### config.mk
export PLATFORM = sky130hd
export DESIGN_NAME = vga_sync_gen
export DESIGN_NICKNAME = d
export VERILOG_FILES = /design/src/rtl/vga_sync_gen.sv
export SDC_FILE = /design/constraint.sdc
export NUM_CORES = 1
export LEC_CHECK = 0
export CAP_MARGIN = 20
export CORE_MARGIN = 4
export CORE_UTILIZATION = 49
export DETAILED_ROUTE_END_ITERATION = 7
export GPL_TIMING_DRIVEN = 0
export PLACE_DENSITY = 0.76
export SLEW_MARGIN = 20
export SYNTH_ARGS = -nofsm -noshare
export SYNTH_HDL_FRONTEND = slang
export SYNTH_SLANG_ARGS = --single-unit
### constraint.sdc
create_clock -name clk -period 2.8 [get_ports clk]
set_input_delay 0.28 -clock clk [delete_from_list [all_inputs] [get_ports clk]]
set_output_delay 0.28 -clock clk [all_outputs]
set_load 0.01 [all_outputs]
### src/rtl/vga_sync_gen.sv
// VGA timing generator: pixel/line counters qualified by a pixel strobe,
// with sync/blank decode registered in step with the counters.
module vga_sync_gen #(
  parameter int H_VIS  = 640,
  parameter int H_FP   = 16,
  parameter int H_SYNC = 96,
  parameter int H_BP   = 48,
  parameter int V_VIS  = 480,
  parameter int V_FP   = 10,
  parameter int V_SYNC = 2,
  parameter int V_BP   = 33
) (
  input  logic       clk,
  input  logic       reset,
  input  logic       pix_en,
  output logic       hsync,
  output logic       vsync,
  output logic       video_on,
  output logic [9:0] x,
  output logic [9:0] y,
  output logic       line_end,
  output logic       frame_start,
  output logic [7:0] frame_count
);

  localparam int H_TOTAL = H_VIS + H_FP + H_SYNC + H_BP;
  localparam int V_TOTAL = V_VIS + V_FP + V_SYNC + V_BP;

  localparam logic [9:0] H_LAST     = 10'(H_TOTAL - 1);
  localparam logic [9:0] V_LAST     = 10'(V_TOTAL - 1);
  localparam logic [9:0] H_VIS_W    = 10'(H_VIS);
  localparam logic [9:0] V_VIS_W    = 10'(V_VIS);
  localparam logic [9:0] HS_FIRST   = 10'(H_VIS + H_FP);
  localparam logic [9:0] HS_LAST    = 10'(H_VIS + H_FP + H_SYNC - 1);
  localparam logic [9:0] VS_FIRST   = 10'(V_VIS + V_FP);
  localparam logic [9:0] VS_LAST    = 10'(V_VIS + V_FP + V_SYNC - 1);

  function automatic logic hs_dec(input logic [9:0] xv);
    hs_dec = !((xv >= HS_FIRST) && (xv <= HS_LAST));
  endfunction

  function automatic logic vs_dec(input logic [9:0] yv);
    vs_dec = !((yv >= VS_FIRST) && (yv <= VS_LAST));
  endfunction

  function automatic logic vo_dec(input logic [9:0] xv, input logic [9:0] yv);
    vo_dec = (xv < H_VIS_W) && (yv < V_VIS_W);
  endfunction

  logic [9:0] x_r, y_r, x_next_s, y_next_s;
  logic [7:0] fc_r, fc_next_s;
  logic       hsync_r, vsync_r, video_on_r;
  logic       at_h_last_s, at_v_last_s;

  assign at_h_last_s = (x_r == H_LAST);
  assign at_v_last_s = (y_r == V_LAST);

  // Next counter state; the sync decode is taken from this so it lands with x/y.
  always_comb begin
    x_next_s  = x_r;
    y_next_s  = y_r;
    fc_next_s = fc_r;
    if (pix_en) begin
      if (at_h_last_s) begin
        x_next_s = 10'd0;
        if (at_v_last_s) begin
          y_next_s  = 10'd0;
          fc_next_s = fc_r + 8'd1;
        end else begin
          y_next_s = y_r + 10'd1;
        end
      end else begin
        x_next_s = x_r + 10'd1;
      end
    end else begin
      x_next_s = x_r;
    end
  end

  // Counter and decoded-output registers.
  always_ff @(posedge clk) begin
    if (reset) begin
      x_r        <= 10'd0;
      y_r        <= 10'd0;
      fc_r       <= 8'd0;
      hsync_r    <= hs_dec(10'd0);
      vsync_r    <= vs_dec(10'd0);
      video_on_r <= vo_dec(10'd0, 10'd0);
    end else begin
      x_r        <= x_next_s;
      y_r        <= y_next_s;
      fc_r       <= fc_next_s;
      hsync_r    <= hs_dec(x_next_s);
      vsync_r    <= vs_dec(y_next_s);
      video_on_r <= vo_dec(x_next_s, y_next_s);
    end
  end

  // Pulses mark the strobe that precedes the wrap, so they follow pix_en directly.
  assign line_end    = pix_en & ~reset & at_h_last_s;
  assign frame_start = pix_en & ~reset & at_h_last_s & at_v_last_s;

  assign x           = x_r;
  assign y           = y_r;
  assign frame_count = fc_r;
  assign hsync       = hsync_r;
  assign vsync       = vsync_r;
  assign video_on    = video_on_r;

endmodule

==> impl_metrics.xml, run 1 <==
<?xml version="1.0" encoding="UTF-8"?>
<metrics>
  <group name="synthesis">
    <metric name="synthesis.instances" unit="">231</metric>
    <metric name="synth_warnings" unit="">0</metric>
    <metric name="synth.net_count" unit="">238</metric>
    <metric name="synth_cell_types" unit="">50</metric>
    <metric name="synth_seq_cells" unit="">31</metric>
    <metric name="mean_post_synth_cell_area" unit="um2">7.95</metric>
    <metric name="ys_async_sr_fraction" unit="%">0</metric>
    <metric name="synth_seq_area_share" unit="%">33.8</metric>
    <metric name="number_of_synthesized_flops_with_an_enable_pin" unit="">0</metric>
    <metric name="syn_area" unit="um2">1840</metric>
    <metric name="synth_top_flop_cell" unit="">sky130_fd_sc_hd__dfxtp_1</metric>
  </group>
  <group name="power_and_ir_drop">
    <metric name="power.ir.vdd_worst" unit="mV">0.332</metric>
    <metric name="power.density_cell_area" unit="nW/um2">355</metric>
    <metric name="power.leakage" unit="nW">0.775</metric>
    <metric name="p_total" unit="uW">839</metric>
    <metric name="netSwitchingFraction" unit="%">22.6</metric>
    <metric name="p_int" unit="uW">649</metric>
    <metric name="sequentialPowerShare" unit="%">53.4</metric>
    <metric name="clock_power_share" unit="%">42.9</metric>
    <metric name="power.share.combinational" unit="%">3.7</metric>
    <metric name="power_switching" unit="uW">190</metric>
  </group>
  <group name="route">
    <metric name="totalWireLength" unit="um">4640</metric>
    <metric name="routed_via_density" unit="">5.84</metric>
    <metric name="met3WireLength" unit="um">249</metric>
    <metric name="ant_nets" unit="">0</metric>
    <metric name="wl_per_cell" unit="um">14.6</metric>
    <metric name="detail_route.iter0.violations" unit="">140</metric>
    <metric name="dr.pass1.iters" unit="">7</metric>
    <metric name="highest_layer" unit="">met4</metric>
    <metric name="detailroute.wirelength.met2" unit="um">2180</metric>
    <metric name="wl_met1" unit="um">2140</metric>
    <metric name="remaining_drc_errors" unit="">0</metric>
    <metric name="via_count" unit="">1858</metric>
  </group>
  <group name="setup_path">
    <metric name="worst_path_slowest_cell" unit="">sky130_fd_sc_hd__or4b_4</metric>
    <metric name="cp-startpoint" unit="">x[7]</metric>
    <metric name="reg2reg_from" unit="">x[7]</metric>
    <metric name="worst_ep_arrival_time" unit="ps">2880</metric>
    <metric name="timing.reg2reg.worst_path_depth" unit="">7</metric>
    <metric name="criticalPathCategory" unit="">reg2reg</metric>
    <metric name="timing.critical_path.required" unit="ps">2970</metric>
    <metric name="critical_path.max_stage_delay" unit="ps">540</metric>
    <metric name="timing.critical_path.cells" unit="">buf_2, or4b_4, or4_1, buf_2, nor4_1, o32ai_2, a2111o_1</metric>
    <metric name="crit_path_end" unit="">vsync</metric>
    <metric name="worst_setup_path_end_kind" unit="">flip-flop</metric>
    <metric name="worst_r2r_endpoint" unit="">vsync</metric>
    <metric name="path_max_fanout" unit="">10</metric>
    <metric name="r2r_slack" unit="ps">90</metric>
    <metric name="worstSetupStartpointType" unit="">flip-flop</metric>
    <metric name="critical-path-top-cell-by-count" unit="">sky130_fd_sc_hd__buf_2</metric>
  </group>
  <group name="clock_network">
    <metric name="cts.path.max_buffers" unit="">2</metric>
    <metric name="clockRootBuffer" unit="">sky130_fd_sc_hd__clkbuf_8</metric>
    <metric name="worst_setup_hold_path_clk_slew" unit="ps">60</metric>
    <metric name="cts_tree" unit="">done</metric>
    <metric name="clock_buffers_created_by_tritoncts" unit="">5</metric>
    <metric name="ctsHtreeMaxLevel" unit="">2</metric>
    <metric name="hold_buffers" unit="">0</metric>
    <metric name="skew_pair_late_insertion_delay" unit="ps">290</metric>
    <metric name="clock_sinks" unit="">31</metric>
  </group>
  <group name="sta">
    <metric name="fin_worst_skew" unit="ps">6.01</metric>
    <metric name="setup_violations" unit="">0</metric>
    <metric name="timing.final.max_slew_violations" unit="">0</metric>
    <metric name="slew-limit-headroom" unit="%">62.3</metric>
    <metric name="holdWs" unit="ps">415</metric>
    <metric name="fmaxAchievable" unit="GHz">0.369</metric>
    <metric name="finalWorstPathRequiredPeriod" unit="ps">2710</metric>
    <metric name="grt_setup_unrepaired" unit="">yes</metric>
    <metric name="fin_crit_sh" unit="%">96.8</metric>
    <metric name="timing_hold_violations_final" unit="">0</metric>
    <metric name="final.setup.tns" unit="ps">0</metric>
    <metric name="tightestPinTransition" unit="ps">566</metric>
  </group>
  <group name="global_route">
    <metric name="groute.usage.overall" unit="%">20.7</metric>
    <metric name="grt_max_degree" unit="">12</metric>
    <metric name="number_of_antenna_violations_at_the_first_check_in_global_routing" unit="">0</metric>
    <metric name="grt_pass1_wl" unit="um">8210</metric>
    <metric name="gr-total-overflow" unit="">0</metric>
    <metric name="number_of_global_route_vias_before_repair" unit="">1754</metric>
  </group>
  <group name="die">
    <metric name="floorplan.rows" unit="">21</metric>
    <metric name="boundaryPins" unit="">36</metric>
    <metric name="initial_core_util" unit="%">53.0</metric>
    <metric name="floorplan.die.height" unit="um">69.2</metric>
    <metric name="placeableCoreArea" unit="um2">3470</metric>
    <metric name="die_w" unit="um">69.2</metric>
    <metric name="die_area" unit="um2">4790</metric>
  </group>
  <group name="cells_and_area">
    <metric name="diodes" unit="">0</metric>
    <metric name="fin_nets" unit="">279</metric>
    <metric name="area_delta_synth_final" unit="%">28.8</metric>
    <metric name="finish.cell_count_without_fillers" unit="">318</metric>
    <metric name="layout.cell_area.non_filler" unit="um2">2370</metric>
    <metric name="post_route_cells_drive_above_1_share" unit="%">8.82</metric>
  </group>
  <group name="place">
    <metric name="dpl-instance-area" unit="um2">2230</metric>
    <metric name="gpl.final_weighted_congestion" unit="">0.920</metric>
    <metric name="port_buffers" unit="">34</metric>
    <metric name="detailed_place_hpwl" unit="um">3240</metric>
    <metric name="dp_cells" unit="">311</metric>
  </group>
  <group name="run">
    <metric name="maxCapViolations" unit="">0</metric>
  </group>
  <group name="run_status">
    <metric name="status" unit="">complete, no violations</metric>
  </group>
  <group name="min_path">
    <metric name="worstHoldPathType" unit="">in2reg</metric>
  </group>
</metrics>
==> worst max-delay path, delay by kind of cell, from the launching register on <==
kind,cells,cell delay [ps]
AOI/OAI and AO/OA,2,560
buffers and inverters,2,360
DFF,1,310
and+or+nand+nor,3,1360
==> how the worst min path moves through the flow <==
stage          depth (start not counted)            from             end  slack [ps]
2_1_floorplan                          3           reset            y[9]         470
3_3_place_gp                           2  frame_count[7]  frame_count[7]         470
3_5_place_dp                           2  frame_count[7]  frame_count[7]         470
4_1_cts                                3          pix_en            x[0]         410
5_1_grt                                3          pix_en            x[0]         470
6_report                               3          pix_en            x[0]         410
==> state kept, by name, summed over array words and instances (netlist names) <==
| name | count |
|---|---|
| frame_count | 8 |
| hsync | 1 |
| video_on | 1 |
| vsync | 1 |
| x | 10 |
| y | 10 |
==> kinds of logic (layout without fill, tap and decap cells) <==
group / after synthesis / count (layout) / synth area share [%]
buf+inv: 28 / 69 / 6.88
fa+ha+maj: 4 / 4 / 2.72
simple gates: 103 / 103 / 31.3
mux: 3 / 3 / 1.63
compound gates: 50 / 50 / 17.9
flops: 31 / 31 / 33.8
xor+xnor: 12 / 12 / 5.72
==> cell usage in the layout, fill, tap and decap left out, types with 3 or more instances in the layout <==
cell and count:
sky130_fd_sc_hd__nand4b_1 3, sky130_fd_sc_hd__mux2i_1 3, sky130_fd_sc_hd__a21oi_1 18, sky130_fd_sc_hd__nor4_1 3
sky130_fd_sc_hd__dfxtp_1 30, sky130_fd_sc_hd__or4_1 3, sky130_fd_sc_hd__xor2_1 3, sky130_fd_sc_hd__o21ai_0 10
sky130_fd_sc_hd__nor3_1 14, sky130_fd_sc_hd__clkbuf_1 9, sky130_fd_sc_hd__nand2_1 19, sky130_fd_sc_hd__or3_1 4
sky130_fd_sc_hd__clkdlybuf4s50_1 33, sky130_fd_sc_hd__ha_1 4, sky130_fd_sc_hd__xnor2_1 9, sky130_fd_sc_hd__nand2b_1 3
sky130_fd_sc_hd__nor2_1 14, sky130_fd_sc_hd__nand3_1 10, sky130_fd_sc_hd__inv_1 11, sky130_fd_sc_hd__nand4_1 12
sky130_fd_sc_hd__nor2b_1 3, sky130_fd_sc_hd__clkbuf_8 6, sky130_fd_sc_hd__o31ai_1 3
==> metal layers <==
metal  global-route usage, %  vias to the layer above
met5                       0                        -
met4                    7.59                        0
met3                    5.94                        6
met2                    33.4                       64
met1                    26.0                      852
li1                        -                      936
==> final cells by class <==
type                    count  area, um2
clock inverters             1       5.00
repair buffers             36        354
clock buffers               6       82.6
fillers                   311       1100
flip-flops and latches     31        622
inverters                  11       41.3
multi-input cells         172       1120
well taps                  46       57.6
plain buffers              15       82.6
==> power by group through the flow <==
| stage | sequential, mW | combinational [mW] | clock [mW] |
|---|---|---|---|
| 2_1_floorplan | 0.459 | 0.0160 | 0 |
| 3_3_place_gp | 0.458 | 0.0306 | 0 |
| 3_5_place_dp | 0.458 | 0.0311 | 0 |
| 4_1_cts | 0.448 | 0.0314 | 0.373 |
| 5_1_grt | 0.448 | 0.0342 | 0.391 |
| 6_report | 0.448 | 0.0310 | 0.360 |
==> timing repair <==
action	CTS	global route
buffers inserted	2	0
pin swaps	2	0
setup endpoints to repair	1	3
gates resized for setup	9	3
gates cloned	0	0
==> Yosys cell counts, types with 4 or more instances <==
cell | number | area share, %
sky130_fd_sc_hd__clkbuf_1 | 13 | 2.7
sky130_fd_sc_hd__xnor2_1 | 9 | 4.3
sky130_fd_sc_hd__nand4_1 | 12 | 4.1
sky130_fd_sc_hd__nor3_1 | 14 | 3.8
sky130_fd_sc_hd__nand3_1 | 10 | 2.7
sky130_fd_sc_hd__dfxtp_1 | 31 | 34
sky130_fd_sc_hd__o21ai_0 | 10 | 2.7
sky130_fd_sc_hd__nor2_1 | 14 | 2.9
sky130_fd_sc_hd__ha_1 | 4 | 2.7
sky130_fd_sc_hd__or3_1 | 4 | 1.4
sky130_fd_sc_hd__a21oi_1 | 18 | 4.9
sky130_fd_sc_hd__inv_1 | 11 | 2.2
sky130_fd_sc_hd__nand2_1 | 19 | 3.9
==> per-stage QoR <==
stage	utilization, %	worst slack, ps
after floorplan	-	250
after global placement	64.4	-187
after detailed placement	64.4	-185
after CTS	68.1	39.9
after global routing	68.2	-0.536
final	68.2	88.8
Note: power is estimated with default switching activity, not from simulation.
==> inputs of run 2 (changes only) <==
CTS_CLUSTER_DIAMETER = 120   (was default)
SKIP_CTS_REPAIR_TIMING = 1   (was default)
==> run 2 against run 1 <==
Net effect: non-clock buffer count decreased by 1; clock skew decreased by 0.52 ps; setup slack improved by 7.7 ps; cell count decreased by 0.31%; first-iteration DRC count increased by 7.1%; sequential share of layout area decreased by 0.15 points; wire length increased by 1.3%; total power increased by 0.22%; largest cell class unchanged; largest power group unchanged.
==> impl_metrics.xml, run 2 (synthesis results as in run 1) <==
<?xml version="1.0" encoding="UTF-8"?>
<metrics>
  <group name="cells_and_area">
    <metric name="diodes" unit="">0</metric>
    <metric name="post_layout_utilization_of_the_core" unit="%">68.5</metric>
    <metric name="fin_nets" unit="">278</metric>
    <metric name="multi_input_area" unit="um2">1140</metric>
    <metric name="area_delta_synth_final" unit="%">29.3</metric>
    <metric name="fill_cells" unit="">309</metric>
    <metric name="seq_area" unit="um2">621</metric>
    <metric name="layout.cells.most_common_list" unit="">sky130_fd_sc_hd__clkdlybuf4s50_1 (33), sky130_fd_sc_hd__dfxtp_1 (31), sky130_fd_sc_hd__nand2_1 (19), sky130_fd_sc_hd__a21oi_1 (18)</metric>
    <metric name="post_route_cells_drive_above_1_share" unit="%">8.12</metric>
    <metric name="final_common_cell" unit="">sky130_fd_sc_hd__clkdlybuf4s50_1</metric>
    <metric name="layout.cell_area.non_filler" unit="um2">2370</metric>
  </group>
  <group name="clock_network">
    <metric name="clock_buffers_created_by_tritoncts" unit="">5</metric>
    <metric name="clock_sinks" unit="">31</metric>
    <metric name="cts_tree" unit="">done</metric>
    <metric name="clockRootBuffer" unit="">sky130_fd_sc_hd__clkbuf_8</metric>
    <metric name="cts.path.max_buffers" unit="">2</metric>
    <metric name="skew_pair_late_insertion_delay" unit="ps">290</metric>
    <metric name="ctsHtreeMaxLevel" unit="">2</metric>
    <metric name="worst_setup_hold_path_clk_slew" unit="ps">70</metric>
  </group>
  <group name="run">
    <metric name="maxCapViolations" unit="">0</metric>
  </group>
  <group name="run_status">
    <metric name="status" unit="">complete, no violations</metric>
  </group>
  <group name="place">
    <metric name="gpl.final_weighted_congestion" unit="">0.920</metric>
    <metric name="dpl-instance-area" unit="um2">2230</metric>
    <metric name="detailed_place_hpwl" unit="um">3240</metric>
    <metric name="preCtsSetupSlack" unit="ps">-185</metric>
    <metric name="port_buffers" unit="">34</metric>
  </group>
  <group name="power_and_ir_drop">
    <metric name="power.density_cell_area" unit="nW/um2">354</metric>
    <metric name="power.leakage" unit="nW">0.783</metric>
    <metric name="power.ir.vdd_worst" unit="mV">0.335</metric>
    <metric name="p_total" unit="uW">841</metric>
  </group>
  <group name="setup_path">
    <metric name="timing.critical_path.required" unit="ps">2970</metric>
    <metric name="worst_ep_arrival_time" unit="ps">2870</metric>
    <metric name="worst_path_slowest_cell" unit="">sky130_fd_sc_hd__or4b_4</metric>
    <metric name="criticalPathCategory" unit="">reg2reg</metric>
    <metric name="worst_setup_path_end_kind" unit="">flip-flop</metric>
    <metric name="path_max_fanout" unit="">10</metric>
    <metric name="critical_path.max_stage_delay" unit="ps">540</metric>
    <metric name="timing.critical_path.cells" unit="">buf_2, or4b_4, or4_1, buf_2, nor4_2, o32ai_2, a2111o_1</metric>
    <metric name="worstSetupStartpointType" unit="">flip-flop</metric>
    <metric name="cpLargestDelayFamily" unit="">simple AND/OR/NAND/NOR gates</metric>
    <metric name="cp.buffers_inverters" unit="">2</metric>
    <metric name="critical-path-top-cell-by-count" unit="">sky130_fd_sc_hd__buf_2</metric>
  </group>
  <group name="route">
    <metric name="remaining_drc_errors" unit="">0</metric>
    <metric name="routed_via_density" unit="">5.89</metric>
    <metric name="totalWireLength" unit="um">4700</metric>
    <metric name="detail_route.iter0.violations" unit="">150</metric>
    <metric name="wl_per_cell" unit="um">14.8</metric>
    <metric name="dr.pass1.iters" unit="">4</metric>
    <metric name="via_count" unit="">1867</metric>
    <metric name="ant_nets" unit="">0</metric>
  </group>
  <group name="global_route">
    <metric name="gr-total-overflow" unit="">0</metric>
    <metric name="number_of_global_route_vias_before_repair" unit="">1731</metric>
    <metric name="grt_max_degree" unit="">11</metric>
    <metric name="grt_pass1_wl" unit="um">8140</metric>
    <metric name="number_of_antenna_violations_at_the_first_check_in_global_routing" unit="">0</metric>
    <metric name="groute.usage.overall" unit="%">20.4</metric>
  </group>
  <group name="die">
    <metric name="boundaryPins" unit="">36</metric>
    <metric name="placeableCoreArea" unit="um2">3470</metric>
    <metric name="initial_core_util" unit="%">53.0</metric>
    <metric name="floorplan.rows" unit="">21</metric>
    <metric name="floorplan.die.height" unit="um">69.2</metric>
    <metric name="die_w" unit="um">69.2</metric>
    <metric name="die_area" unit="um2">4790</metric>
  </group>
  <group name="sta">
    <metric name="slew-limit-headroom" unit="%">62.7</metric>
    <metric name="fin_crit_sh" unit="%">96.6</metric>
    <metric name="finalWorstPathRequiredPeriod" unit="ps">2700</metric>
    <metric name="fmaxAchievable" unit="GHz">0.370</metric>
    <metric name="tightestPinTransition" unit="ps">560</metric>
    <metric name="timing.final.max_slew_violations" unit="">0</metric>
    <metric name="fin_worst_skew" unit="ps">5.49</metric>
    <metric name="timing_hold_violations_final" unit="">0</metric>
    <metric name="setup_violations" unit="">0</metric>
    <metric name="fin_ws" unit="ps">96.5</metric>
  </group>
  <group name="min_path">
    <metric name="worstHoldPathType" unit="">in2reg</metric>
  </group>
</metrics>
-- run 2: path summary, 6_finish.rpt --
| check | from | to | slack, ps | cells after the start |
|---|---|---|---|---|
| max reg2reg | x[7] | vsync | 100 | 7 |
| min | pix_en | x[0] | 420 | 3 |
| max | x[7] | vsync | 100 | 7 |
| min reg2reg | frame_count[7] | frame_count[7] | 480 | 2 |
-- run 2: worst reg2reg max path, cell delays in order, from the launching register on --
cell                       delay (ps)
sky130_fd_sc_hd__dfxtp_1          310
sky130_fd_sc_hd__buf_2            170
sky130_fd_sc_hd__or4b_4           540
sky130_fd_sc_hd__or4_1            460
sky130_fd_sc_hd__buf_2            190
sky130_fd_sc_hd__nor4_2           340
sky130_fd_sc_hd__o32ai_2          150
sky130_fd_sc_hd__a2111o_1         420
-- run 2: where the power goes --
part,switching (mW),internal (mW)
sequential,0.00416,0.444
clock,0.169,0.193
combinational,0.0183,0.0127
total,0.192,0.649
-- run 2: layout make-up --
type	instances	share of cell area [%]
flip-flops and latches	31	26.1
well taps	46	2.42
clock buffers	6	3.48
multi-input cells	172	47.8
clock inverters	1	0.211
repair buffers	35	14.8
plain buffers	15	3.42
inverters	11	1.74
-- run 2: per-layer routing --
| metal | share of wire, % | GRT usage, % | up-vias |
|---|---|---|---|
| met5 | 0 | 0 | - |
| met3 | 4.9 | 5.51 | 8 |
| li1 | - | - | 930 |
| met4 | 1.6 | 7.81 | 0 |
| met1 | 47 | 26.0 | 879 |
| met2 | 47 | 32.7 | 50 |
-- run 2: metrics by stage --
step / TNS (ps) / hold slack [ps] / std cells
floorplan: 0 / 469 / 231
detailed placement: -185 / 475 / 311
global placement: -187 / 466 / 311
CTS: -515 / 408 / 318
global route: -19.3 / 466 / 317
finish: 0 / 416 / 317
==> inputs of run 3 (changes only) <==
ABC_AREA = 0   (was default)
==> results of run 3 <==
No change in the layout: final DEF, timing and power equal those of run 2.
